[src/rtl/fifo_async_pkg.sv]
// fifo_async_pkg: shared Gray-code conversion helpers for the FIFO pointer crossing.
package fifo_async_pkg;

    // Widest pointer the helpers handle; narrower pointers are zero-extended.
    localparam int unsigned GRAY_MAX_W = 32;

    // Binary to Gray; the upper bits of a zero-extended input stay zero.
    function automatic logic [GRAY_MAX_W-1:0] bin2gray(input logic [GRAY_MAX_W-1:0] bin);
        return bin ^ (bin >> 1);
    endfunction

    // Gray to binary; each bit is the XOR of all Gray bits at or above it.
    function automatic logic [GRAY_MAX_W-1:0] gray2bin(input logic [GRAY_MAX_W-1:0] gray);
        logic [GRAY_MAX_W-1:0] bin;
        bin = '0;
        bin[GRAY_MAX_W-1] = gray[GRAY_MAX_W-1];
        for (int i = int'(GRAY_MAX_W) - 2; i >= 0; i--) begin
            bin[i] = bin[i+1] ^ gray[i];
        end
        return bin;
    endfunction

endpackage

[src/rtl/fifo_async_if.sv]
// fifo_async_if: producer/consumer signal bundle for fifo_async.
interface fifo_async_if #(
    parameter int unsigned DATA_WIDTH = 8,
    parameter int unsigned PTR_WIDTH  = 4
) ();
    logic                  i_wr;
    logic [DATA_WIDTH-1:0] i_wdata;
    logic [PTR_WIDTH:0]    o_wfill;
    logic                  o_wfull;
    logic                  o_walmostfull;
    logic                  i_rd;
    logic [DATA_WIDTH-1:0] o_rdata;
    logic [PTR_WIDTH:0]    o_rfill;
    logic                  o_rempty;
    logic                  o_ralmostempty;

    // Producer/consumer side.
    modport master (
        output i_wr, i_wdata, i_rd,
        input  o_wfill, o_wfull, o_walmostfull,
        input  o_rdata, o_rfill, o_rempty, o_ralmostempty
    );

    // FIFO side.
    modport slave (
        input  i_wr, i_wdata, i_rd,
        output o_wfill, o_wfull, o_walmostfull,
        output o_rdata, o_rfill, o_rempty, o_ralmostempty
    );
endinterface

[src/rtl/fifo_async_sync2.sv]
// fifo_async_sync2: two-flop synchronizer carrying a Gray pointer to the opposite side.
module fifo_async_sync2 #(
    parameter int unsigned WIDTH = 5
) (
    input  logic             i_clk,
    input  logic             i_rstn,
    input  logic [WIDTH-1:0] i_d,
    output logic [WIDTH-1:0] o_q
);

    logic [WIDTH-1:0] r_meta;
    logic [WIDTH-1:0] r_sync;

    // Two-stage capture, cleared by synchronous reset.
    always_ff @(posedge i_clk) begin
        if (!i_rstn) begin
            r_meta <= '0;
            r_sync <= '0;
        end else begin
            r_meta <= i_d;
            r_sync <= r_meta;
        end
    end

    assign o_q = r_sync;

endmodule

[src/rtl/fifo_async.sv]
// fifo_async: single-clock FIFO whose write and read sides see each other's pointer
// only through a Gray register plus a two-flop synchronizer, so the flags behave
// exactly like a dual-clock FIFO and the design can later be split into two domains.
module fifo_async
    import fifo_async_pkg::*;
#(
    parameter int unsigned DATA_WIDTH         = 8,
    parameter int unsigned PTR_WIDTH          = 4,
    parameter int unsigned ALMOSTFULL_OFFSET  = 2,
    parameter int unsigned ALMOSTEMPTY_OFFSET = 2
) (
    input  logic         i_clk,
    input  logic         i_rstn,
    fifo_async_if.slave  io_bus
);

    localparam int unsigned AW    = PTR_WIDTH + 1;
    localparam int unsigned DEPTH = 1 << PTR_WIDTH;

    logic [DATA_WIDTH-1:0] r_mem [DEPTH];

    logic [AW-1:0] r_wptr;
    logic [AW-1:0] r_rptr;
    logic [AW-1:0] r_wgray;
    logic [AW-1:0] r_rgray;

    logic [AW-1:0] w_wgray_sync;
    logic [AW-1:0] w_rgray_sync;
    logic [AW-1:0] w_wptr_sync;
    logic [AW-1:0] w_rptr_sync;
    logic [AW-1:0] w_wfill;
    logic [AW-1:0] w_rfill;
    logic          w_wfull;
    logic          w_rempty;
    logic          w_wr_ok;
    logic          w_rd_ok;

    // Acceptance: full writes and empty reads are dropped without side effects.
    assign w_wr_ok = io_bus.i_wr && !w_wfull;
    assign w_rd_ok = io_bus.i_rd && !w_rempty;

    // Storage array, intentionally not reset.
    always_ff @(posedge i_clk) begin
        if (w_wr_ok) begin
            r_mem[r_wptr[PTR_WIDTH-1:0]] <= io_bus.i_wdata;
        end
    end

    // Write pointer and its Gray image registered from the current pointer value.
    always_ff @(posedge i_clk) begin
        if (!i_rstn) begin
            r_wptr  <= '0;
            r_wgray <= '0;
        end else begin
            if (w_wr_ok) begin
                r_wptr <= r_wptr + AW'(1);
            end
            r_wgray <= AW'(bin2gray(GRAY_MAX_W'(r_wptr)));
        end
    end

    // Read pointer and its Gray image registered from the current pointer value.
    always_ff @(posedge i_clk) begin
        if (!i_rstn) begin
            r_rptr  <= '0;
            r_rgray <= '0;
        end else begin
            if (w_rd_ok) begin
                r_rptr <= r_rptr + AW'(1);
            end
            r_rgray <= AW'(bin2gray(GRAY_MAX_W'(r_rptr)));
        end
    end

    // Write pointer into the read side.
    fifo_async_sync2 #(
        .WIDTH (AW)
    ) u_sync_w2r (
        .i_clk  (i_clk),
        .i_rstn (i_rstn),
        .i_d    (r_wgray),
        .o_q    (w_wgray_sync)
    );

    // Read pointer into the write side.
    fifo_async_sync2 #(
        .WIDTH (AW)
    ) u_sync_r2w (
        .i_clk  (i_clk),
        .i_rstn (i_rstn),
        .i_d    (r_rgray),
        .o_q    (w_rgray_sync)
    );

    // Back to binary and modulo-2**AW occupancy on each side.
    assign w_wptr_sync = AW'(gray2bin(GRAY_MAX_W'(w_wgray_sync)));
    assign w_rptr_sync = AW'(gray2bin(GRAY_MAX_W'(w_rgray_sync)));
    assign w_wfill     = r_wptr - w_rptr_sync;
    assign w_rfill     = w_wptr_sync - r_rptr;
    assign w_wfull     = (w_wfill == AW'(DEPTH));
    assign w_rempty    = (w_rfill == '0);

    // Status and head word, all decoded from registers only.
    assign io_bus.o_wfill        = w_wfill;
    assign io_bus.o_wfull        = w_wfull;
    assign io_bus.o_walmostfull  = (w_wfill >= AW'(DEPTH - ALMOSTFULL_OFFSET));
    assign io_bus.o_rfill        = w_rfill;
    assign io_bus.o_rempty       = w_rempty;
    assign io_bus.o_ralmostempty = (w_rfill <= AW'(ALMOSTEMPTY_OFFSET));
    assign io_bus.o_rdata        = r_mem[r_rptr[PTR_WIDTH-1:0]];

endmodule

[src/flat_wrapper.sv]
// flat-port wrapper written by rule: the top's interface ports become plain ports
module fifo_async_flat import fifo_async_pkg::*;
#(
    parameter int unsigned DATA_WIDTH         = 8,
    parameter int unsigned PTR_WIDTH          = 4,
    parameter int unsigned ALMOSTFULL_OFFSET  = 2,
    parameter int unsigned ALMOSTEMPTY_OFFSET = 2
)
  (i_clk, i_rstn, io_bus_i_wr, io_bus_i_wdata, io_bus_i_rd, io_bus_o_wfill, io_bus_o_wfull, io_bus_o_walmostfull, io_bus_o_rdata, io_bus_o_rfill, io_bus_o_rempty, io_bus_o_ralmostempty);
  fifo_async_if #(.DATA_WIDTH(DATA_WIDTH), .PTR_WIDTH(PTR_WIDTH)) io_bus_i ();
  input  logic i_clk;
  input  logic i_rstn;
  input wire logic [$bits(io_bus_i.i_wr)-1:0] io_bus_i_wr;
  input wire logic [$bits(io_bus_i.i_wdata)-1:0] io_bus_i_wdata;
  input wire logic [$bits(io_bus_i.i_rd)-1:0] io_bus_i_rd;
  output wire logic [$bits(io_bus_i.o_wfill)-1:0] io_bus_o_wfill;
  output wire logic [$bits(io_bus_i.o_wfull)-1:0] io_bus_o_wfull;
  output wire logic [$bits(io_bus_i.o_walmostfull)-1:0] io_bus_o_walmostfull;
  output wire logic [$bits(io_bus_i.o_rdata)-1:0] io_bus_o_rdata;
  output wire logic [$bits(io_bus_i.o_rfill)-1:0] io_bus_o_rfill;
  output wire logic [$bits(io_bus_i.o_rempty)-1:0] io_bus_o_rempty;
  output wire logic [$bits(io_bus_i.o_ralmostempty)-1:0] io_bus_o_ralmostempty;
  assign io_bus_i.i_wr = io_bus_i_wr;
  assign io_bus_i.i_wdata = io_bus_i_wdata;
  assign io_bus_i.i_rd = io_bus_i_rd;
  assign io_bus_o_wfill = io_bus_i.o_wfill;
  assign io_bus_o_wfull = io_bus_i.o_wfull;
  assign io_bus_o_walmostfull = io_bus_i.o_walmostfull;
  assign io_bus_o_rdata = io_bus_i.o_rdata;
  assign io_bus_o_rfill = io_bus_i.o_rfill;
  assign io_bus_o_rempty = io_bus_i.o_rempty;
  assign io_bus_o_ralmostempty = io_bus_i.o_ralmostempty;
  fifo_async #(.DATA_WIDTH(DATA_WIDTH), .PTR_WIDTH(PTR_WIDTH), .ALMOSTFULL_OFFSET(ALMOSTFULL_OFFSET), .ALMOSTEMPTY_OFFSET(ALMOSTEMPTY_OFFSET)) u_core (.i_clk(i_clk), .i_rstn(i_rstn), .io_bus(io_bus_i));
endmodule
[config.mk]
export PLATFORM = sky130hd
export DESIGN_NAME = fifo_async_flat
export DESIGN_NICKNAME = d
export VERILOG_FILES = /design/src/rtl/fifo_async_pkg.sv /design/src/rtl/fifo_async_if.sv /design/src/rtl/fifo_async_sync2.sv /design/src/rtl/fifo_async.sv /design/src/flat_wrapper.sv
export SDC_FILE = /design/constraint.sdc
export NUM_CORES = 1
export LEC_CHECK = 0
export BUFFER_PORTS_ARGS = -buffer_cell sky130_fd_sc_hd__buf_2
export CELL_PAD_IN_SITES_DETAIL_PLACEMENT = 2
export CELL_PAD_IN_SITES_GLOBAL_PLACEMENT = 2
export CORE_MARGIN = 4
export CORE_UTILIZATION = 35
export DETAILED_ROUTE_END_ITERATION = 8
export PLACE_DENSITY_LB_ADDON = 0.1
export SLEW_MARGIN = 20
export SYNTH_ARGS = -nofsm -noshare
export SYNTH_HDL_FRONTEND = slang
export SYNTH_HIERARCHICAL = 1
export SYNTH_SLANG_ARGS = --single-unit
[constraint.sdc]
create_clock -name i_clk -period 4 [get_ports i_clk]
set_input_delay 0.6 -clock i_clk [delete_from_list [all_inputs] [get_ports i_clk]]
set_output_delay 0.6 -clock i_clk [all_outputs]
set_load 0.01 [all_outputs]
# Word-level counts from Yosys, hierarchy flattened
# Memories as Yosys holds them, arrays and structs flattened. A register that Yosys moved wholly into a read port is not among the register bits.
# Index checks and enable logic that the tools add are counted.
# word_totals
n_memories	1
regBits	40
output_inout_bits	22
ram_bits	128
in_bits	12
elab_cells	35
# mem_list
name	words	word_bits	rd	rd_ports_with_merged_regs	wr	line_no	rtl
u_core.r_mem	16	8	1	1	1	fifo_async.sv:20	logic [DATA_WIDTH-1:0] r_mem [DEPTH];
# classes
n_lt_le_gt_ge	2
n_bitwise	10
reduce_logical	5
mux	4
n_addsub	4
eq_ne	1
# op_table
cell	count
5-bit by 1-bit adder with 5-bit output (second input constant)	2
5-bit subtractor	2
5-bit by 4-bit bitwise XOR with 5-bit output	2
4-bit two-way mux	2
1-bit bitwise XOR	8
5-bit equality test (second input constant)	1
5-bit by 4-bit >= comparator with 1-bit output (second input constant)	1
5-bit by 2-bit <= comparator with 1-bit output (second input constant)	1
5-bit zero test	1
1-bit logical AND	2
1-bit zero test	2
1-bit two-way mux	2

# Depth between registers and ports, before layout
# logic_depth
ltp_word	10
depth_mapped	13
depth_no_buf	12

# Modules after synthesis
# Netlist, hierarchy kept.
# by_module_without_submodules
module	cells_per_inst	area_per_inst_um2	n_inst	seq_area_each_um2
fifo_async	343	6372.4	1	4324.1
fifo_async_sync2	20	262.8	2	200.2

# Least setup slack after synthesis
# OpenSTA, ideal clock, no wires.
# synth_path
path_type	register to output
from	register u_core.u_sync_w2r.r_sync[4] (netlist: u_core/u_sync_w2r/o_q[4])
to	output io_bus_o_ralmostempty
path_buffers	0
arrival_time_ns	2.928
stages_incl_launch_ff	11
required_ns	3.400
slack_ns	0.472
path_cell_list	dfxtp_1 -> xor2_1 -> xnor2_1 -> xor2_1 -> xor2_1 -> ha_1 -> fa_1 -> nand2b_1 -> a21oi_1 -> xnor2_2 -> a2111oi_0
# synth_via
elab_chain_len	6
# synth_lines
item	line_no	rtl
start: declaration	fifo_async_sync2.sv:12	logic [WIDTH-1:0] r_sync;
start signal: assignment	fifo_async_sync2.sv:21	r_sync <= r_meta;
1-bit bitwise XOR (4 in series)	fifo_async_pkg.sv:18	bin[i] = bin[i+1] ^ gray[i];
5-bit subtractor *	fifo_async.sv:99	assign w_rfill = w_wptr_sync - r_rptr;
net io_bus_o_rfill[4]	flat_wrapper.sv:20	output wire logic [$bits(io_bus_i.o_rfill)-1:0] io_bus_o_rfill;
5-bit by 2-bit <= comparator with 1-bit output *	fifo_async.sv:109	assign io_bus.o_ralmostempty = (w_rfill <= AW'(ALMOSTEMPTY_OFFSET));
end: declaration	flat_wrapper.sv:22	output wire logic [$bits(io_bus_i.o_ralmostempty)-1:0] io_bus_o_ralmostempty;
# The timed path passes the listed nets; every way through them passes the cells marked *.

# Worst setup path in the final report
# layout_path
from	register u_core.u_sync_w2r.r_sync[4] (netlist: u_core/u_sync_w2r/o_q[4])
to	output io_bus_o_ralmostempty
# layout_via
elab_chain_len	6
# layout_lines
item	line_no
1-bit bitwise XOR (4 in series)	fifo_async_pkg.sv:18
5-bit subtractor *	fifo_async.sv:99
5-bit by 2-bit <= comparator with 1-bit output *	fifo_async.sv:109
# Mark *: on every way between the ends. The rest lies on a longest branch, timed or not.

==> impl_metrics.xml <==
<?xml version="1.0" encoding="UTF-8"?>
<metrics>
  <group name="run_status">
    <metric name="outcome" unit="">complete, no violations</metric>
  </group>
  <group name="routing">
    <metric name="wirelength" unit="um">15280</metric>
    <metric name="route.detailed.vias_per_inst" unit="">4.860</metric>
    <metric name="post-route-drc-count" unit="">0</metric>
    <metric name="detail_route.iter0.violations" unit="">134</metric>
    <metric name="route.antenna.remaining_nets" unit="">0</metric>
    <metric name="dr_vias" unit="">3441</metric>
    <metric name="firstDrtPassIters" unit="">4</metric>
    <metric name="wl_per_cell" unit="um">21.58</metric>
  </group>
  <group name="place">
    <metric name="dp_hpwl" unit="um">10800</metric>
    <metric name="place_ws" unit="ns">0.3352</metric>
    <metric name="count_of_buffers_inserted_at_the_top_level_ports" unit="">33</metric>
    <metric name="routabilityCongestion" unit="">0.7081</metric>
    <metric name="placedInstanceArea" unit="um2">7350</metric>
  </group>
  <group name="final_layout">
    <metric name="post_route_cells_drive_above_1_share" unit="%">27.77</metric>
    <metric name="syn_to_final_growth" unit="%">15.44</metric>
    <metric name="nets" unit="">464</metric>
    <metric name="nFillCells" unit="">1951</metric>
    <metric name="n_antenna_cell" unit="">0</metric>
    <metric name="final_cell_area" unit="um2">7963</metric>
  </group>
  <group name="worst_setup_path">
    <metric name="critPathMaxFanout" unit="">4</metric>
    <metric name="critical_path_arrival" unit="ns">3.18</metric>
    <metric name="end_kind" unit="">output port</metric>
    <metric name="setup.reg_to_reg.worst_slack" unit="ns">0.51</metric>
    <metric name="worstPathRequired" unit="ns">3.40</metric>
    <metric name="worst-setup-path-type" unit="">reg2out</metric>
    <metric name="critical_path_launch_point_type" unit="">flop</metric>
  </group>
  <group name="clock_tree">
    <metric name="cts-htree-levels" unit="">4</metric>
    <metric name="cts.sinks" unit="">172</metric>
    <metric name="postCtsHoldBufs" unit="">0</metric>
    <metric name="tritoncts" unit="">built</metric>
    <metric name="cts_made_buffers" unit="">17</metric>
    <metric name="worst_skew_pair.late_latency" unit="ns">0.43</metric>
    <metric name="clk_path_buf_depth" unit="">2</metric>
    <metric name="cts.clk_slew.worst_paths" unit="ns">0.06</metric>
    <metric name="clock_tree.root_cell" unit="">clkbuf_16</metric>
  </group>
  <group name="timing">
    <metric name="max-slew-margin-rel" unit="%">57.71</metric>
    <metric name="achievable-frequency" unit="GHz">0.2647</metric>
    <metric name="number_of_setup_violations_in_the_final_report" unit="">0</metric>
    <metric name="final.period_utilization" unit="%">94.46</metric>
    <metric name="fin_tns_setup" unit="ns">0</metric>
    <metric name="min_tclk_post_route" unit="ns">3.778</metric>
    <metric name="tightestPinTransition" unit="ns">0.6343</metric>
    <metric name="final_critical_path_setup_slack" unit="ns">0.2215</metric>
    <metric name="unrepaired_setup_endpoints_after_global_routing" unit="">yes</metric>
    <metric name="finalHoldViolations" unit="">0</metric>
    <metric name="slew_violations" unit="">0</metric>
    <metric name="fin_skew" unit="ns">0.01460</metric>
  </group>
  <group name="yosys">
    <metric name="synth-edff-count" unit="">128</metric>
    <metric name="ys_async_sr_fraction" unit="%">0</metric>
    <metric name="sequential_cell_area_fraction_in_the_yosys_report" unit="%">68.49</metric>
    <metric name="synthesis.area_per_instance" unit="um2">18.01</metric>
    <metric name="synth-seq-cells" unit="">172</metric>
    <metric name="post_synth_instance_area" unit="um2">6898</metric>
    <metric name="synth-main-ff-cell" unit="">edfxtp_1</metric>
    <metric name="synth_nets" unit="">417</metric>
    <metric name="synth.distinct_cells" unit="">41</metric>
    <metric name="syn-instance-count" unit="">383</metric>
    <metric name="yosysWarnings" unit="">6</metric>
  </group>
  <group name="floorplan">
    <metric name="die_w" unit="um">148.4</metric>
    <metric name="die_area" unit="um2">22020</metric>
    <metric name="start_util" unit="%">35.56</metric>
    <metric name="core-area" unit="um2">19400</metric>
    <metric name="boundaryPins" unit="">34</metric>
    <metric name="number_of_cell_rows" unit="">51</metric>
    <metric name="die_ht" unit="um">148.4</metric>
  </group>
  <group name="global_route">
    <metric name="grt_antenna_before_repair" unit="">0</metric>
    <metric name="grt_pass1_wl" unit="um">23870</metric>
    <metric name="grt-ovfl-total" unit="">0</metric>
    <metric name="grt_max_degree" unit="">45</metric>
    <metric name="grt_util_all_layers" unit="%">14.78</metric>
    <metric name="grt_pass1_vias" unit="">3824</metric>
  </group>
  <group name="power">
    <metric name="totalPowerFinal" unit="uW">4653</metric>
    <metric name="vdd.ir_drop.worst" unit="V">0.0002795</metric>
    <metric name="p_leak" unit="uW">0.002838</metric>
    <metric name="power_density" unit="nW/um2">584.3</metric>
  </group>
  <group name="run">
    <metric name="maxCapViolations" unit="">0</metric>
  </group>
  <group name="min_path">
    <metric name="worst_hold_path_type" unit="">reg2reg</metric>
  </group>
</metrics>
-- synth_stat cells (all sizes together), types with 3 or more instances --
cell | n | area [um2]
xor2 | 10 | 95.10
ha | 20 | 250.2
nand3 | 3 | 15.01
edfxtp | 128 | 3844
inv | 19 | 71.32
mux2i | 4 | 40.04
dfxtp | 44 | 880.8
o21ai | 5 | 25.02
and3 | 14 | 87.58
xnor2 | 9 | 101.4
or3 | 3 | 23.77
buf | 10 | 68.81
nand2 | 13 | 48.80
and2 | 33 | 206.5
a21oi | 3 | 18.77
mux4 | 40 | 900.9
-- worst max-delay path, stage by stage (launching register included) --
cell	delay [ns]
dfxtp_1	0.38
xor2_2	0.19
xnor2_1	0.18
xor2_1	0.24
xor2_1	0.10
ha_1	0.21
fa_1	0.40
nand2b_1	0.17
a21oi_2	0.17
xnor2_2	0.14
a2111oi_1	0.36
buf_2	0.20
-- state kept, by name (all words and copies together) (netlist names), named ones only --
register / count
u_core/r_wptr: 5
u_core/u_sync_w2r/o_q: 5
u_core/u_sync_r2w/r_meta: 5
u_core/u_sync_w2r/r_meta: 5
u_core/r_mem: 128
u_core/u_sync_r2w/o_q: 5
u_core/r_rgray: 5
u_core/r_wgray: 5
u_core/r_rptr: 5
-- worst paths after layout --
kind	end	start	depth (start not counted)
setup reg to reg	u_core/r_mem[9][4]$_DFFE_PP_	u_core/u_sync_r2w/o_q[4]$_SDFF_PN0_	13
setup / recovery	io_bus_o_ralmostempty	u_core/u_sync_w2r/o_q[4]$_SDFF_PN0_	11
hold / removal	u_core/u_sync_w2r/r_meta[3]$_SDFF_PN0_	u_core/r_wgray[3]$_SDFF_PN0_	1
hold reg to reg	u_core/u_sync_w2r/r_meta[3]$_SDFF_PN0_	u_core/r_wgray[3]$_SDFF_PN0_	1
-- final cells by class --
class	count	area, um2	share of cell area (%)
inverters	19	71.32	0.8957
repair buffers	40	217.7	2.734
clock inverters	11	108.9	1.367
flip-flops and latches	172	4726	59.35
well taps	265	331.6	4.164
multi-input cells	180	2067	25.96
clock buffers	21	440.4	5.531
-- metrics by stage --
step                      util, %  std cells  hold WS [ns]
after floorplan                 -        383        0.4057
after global placement      37.89        673        0.4290
after detailed placement    37.89        673        0.4221
after CTS                   40.76        706        0.4419
after global routing        41.05        708        0.4494
final                       41.05        708        0.4362
-- layout by cell type, fill, tap and decap left out, drive strengths merged, types with 3 or more instances in the layout --
master	count
nand2	13
nand3	3
and2	33
ha	20
xnor2	9
buf	40
xor2	10
edfxtp	128
clkbuf	21
clkinvlp	5
mux2i	4
dfxtp	44
or3	3
and3	14
a21oi	3
mux4	40
o21ai	5
inv	23
-- kinds of logic after synthesis --
group / after synthesis / share of synthesized area, %
compound gates: 18 / 2.032
xor+xnor: 19 / 2.848
fa+ha+maj: 22 / 4.208
buf+inv: 31 / 2.140
flops: 172 / 68.49
mux: 45 / 13.80
simple gates: 76 / 6.475
-- where the power goes --
group	leakage, uW	switching (uW)	internal (uW)	total [uW]
clock	0.000251	685	864	1550
sequential	0.00151	69.9	1980	2050
combinational	0.00107	554	503	1060
-- what timing repair did --
action / CTS / global route
endpoints found under the setup margin: 2 / 4
setup buffers: 1 / 2
resized for setup: 0 / 7
pin swaps: 1 / 2
-- routing by layer --
| layer | global-route usage (%) | share of wire [%] | vias up |
|---|---|---|---|
| met5 | 0 | 0 | - |
| met4 | 4.850 | 1.4 | 0 |
| met3 | 3.504 | 2.8 | 18 |
| met2 | 24.55 | 51 | 50 |
| met1 | 19.23 | 44 | 1824 |
| li1 | - | - | 1549 |
No activity file was read; power rests on OpenSTA's default activity.
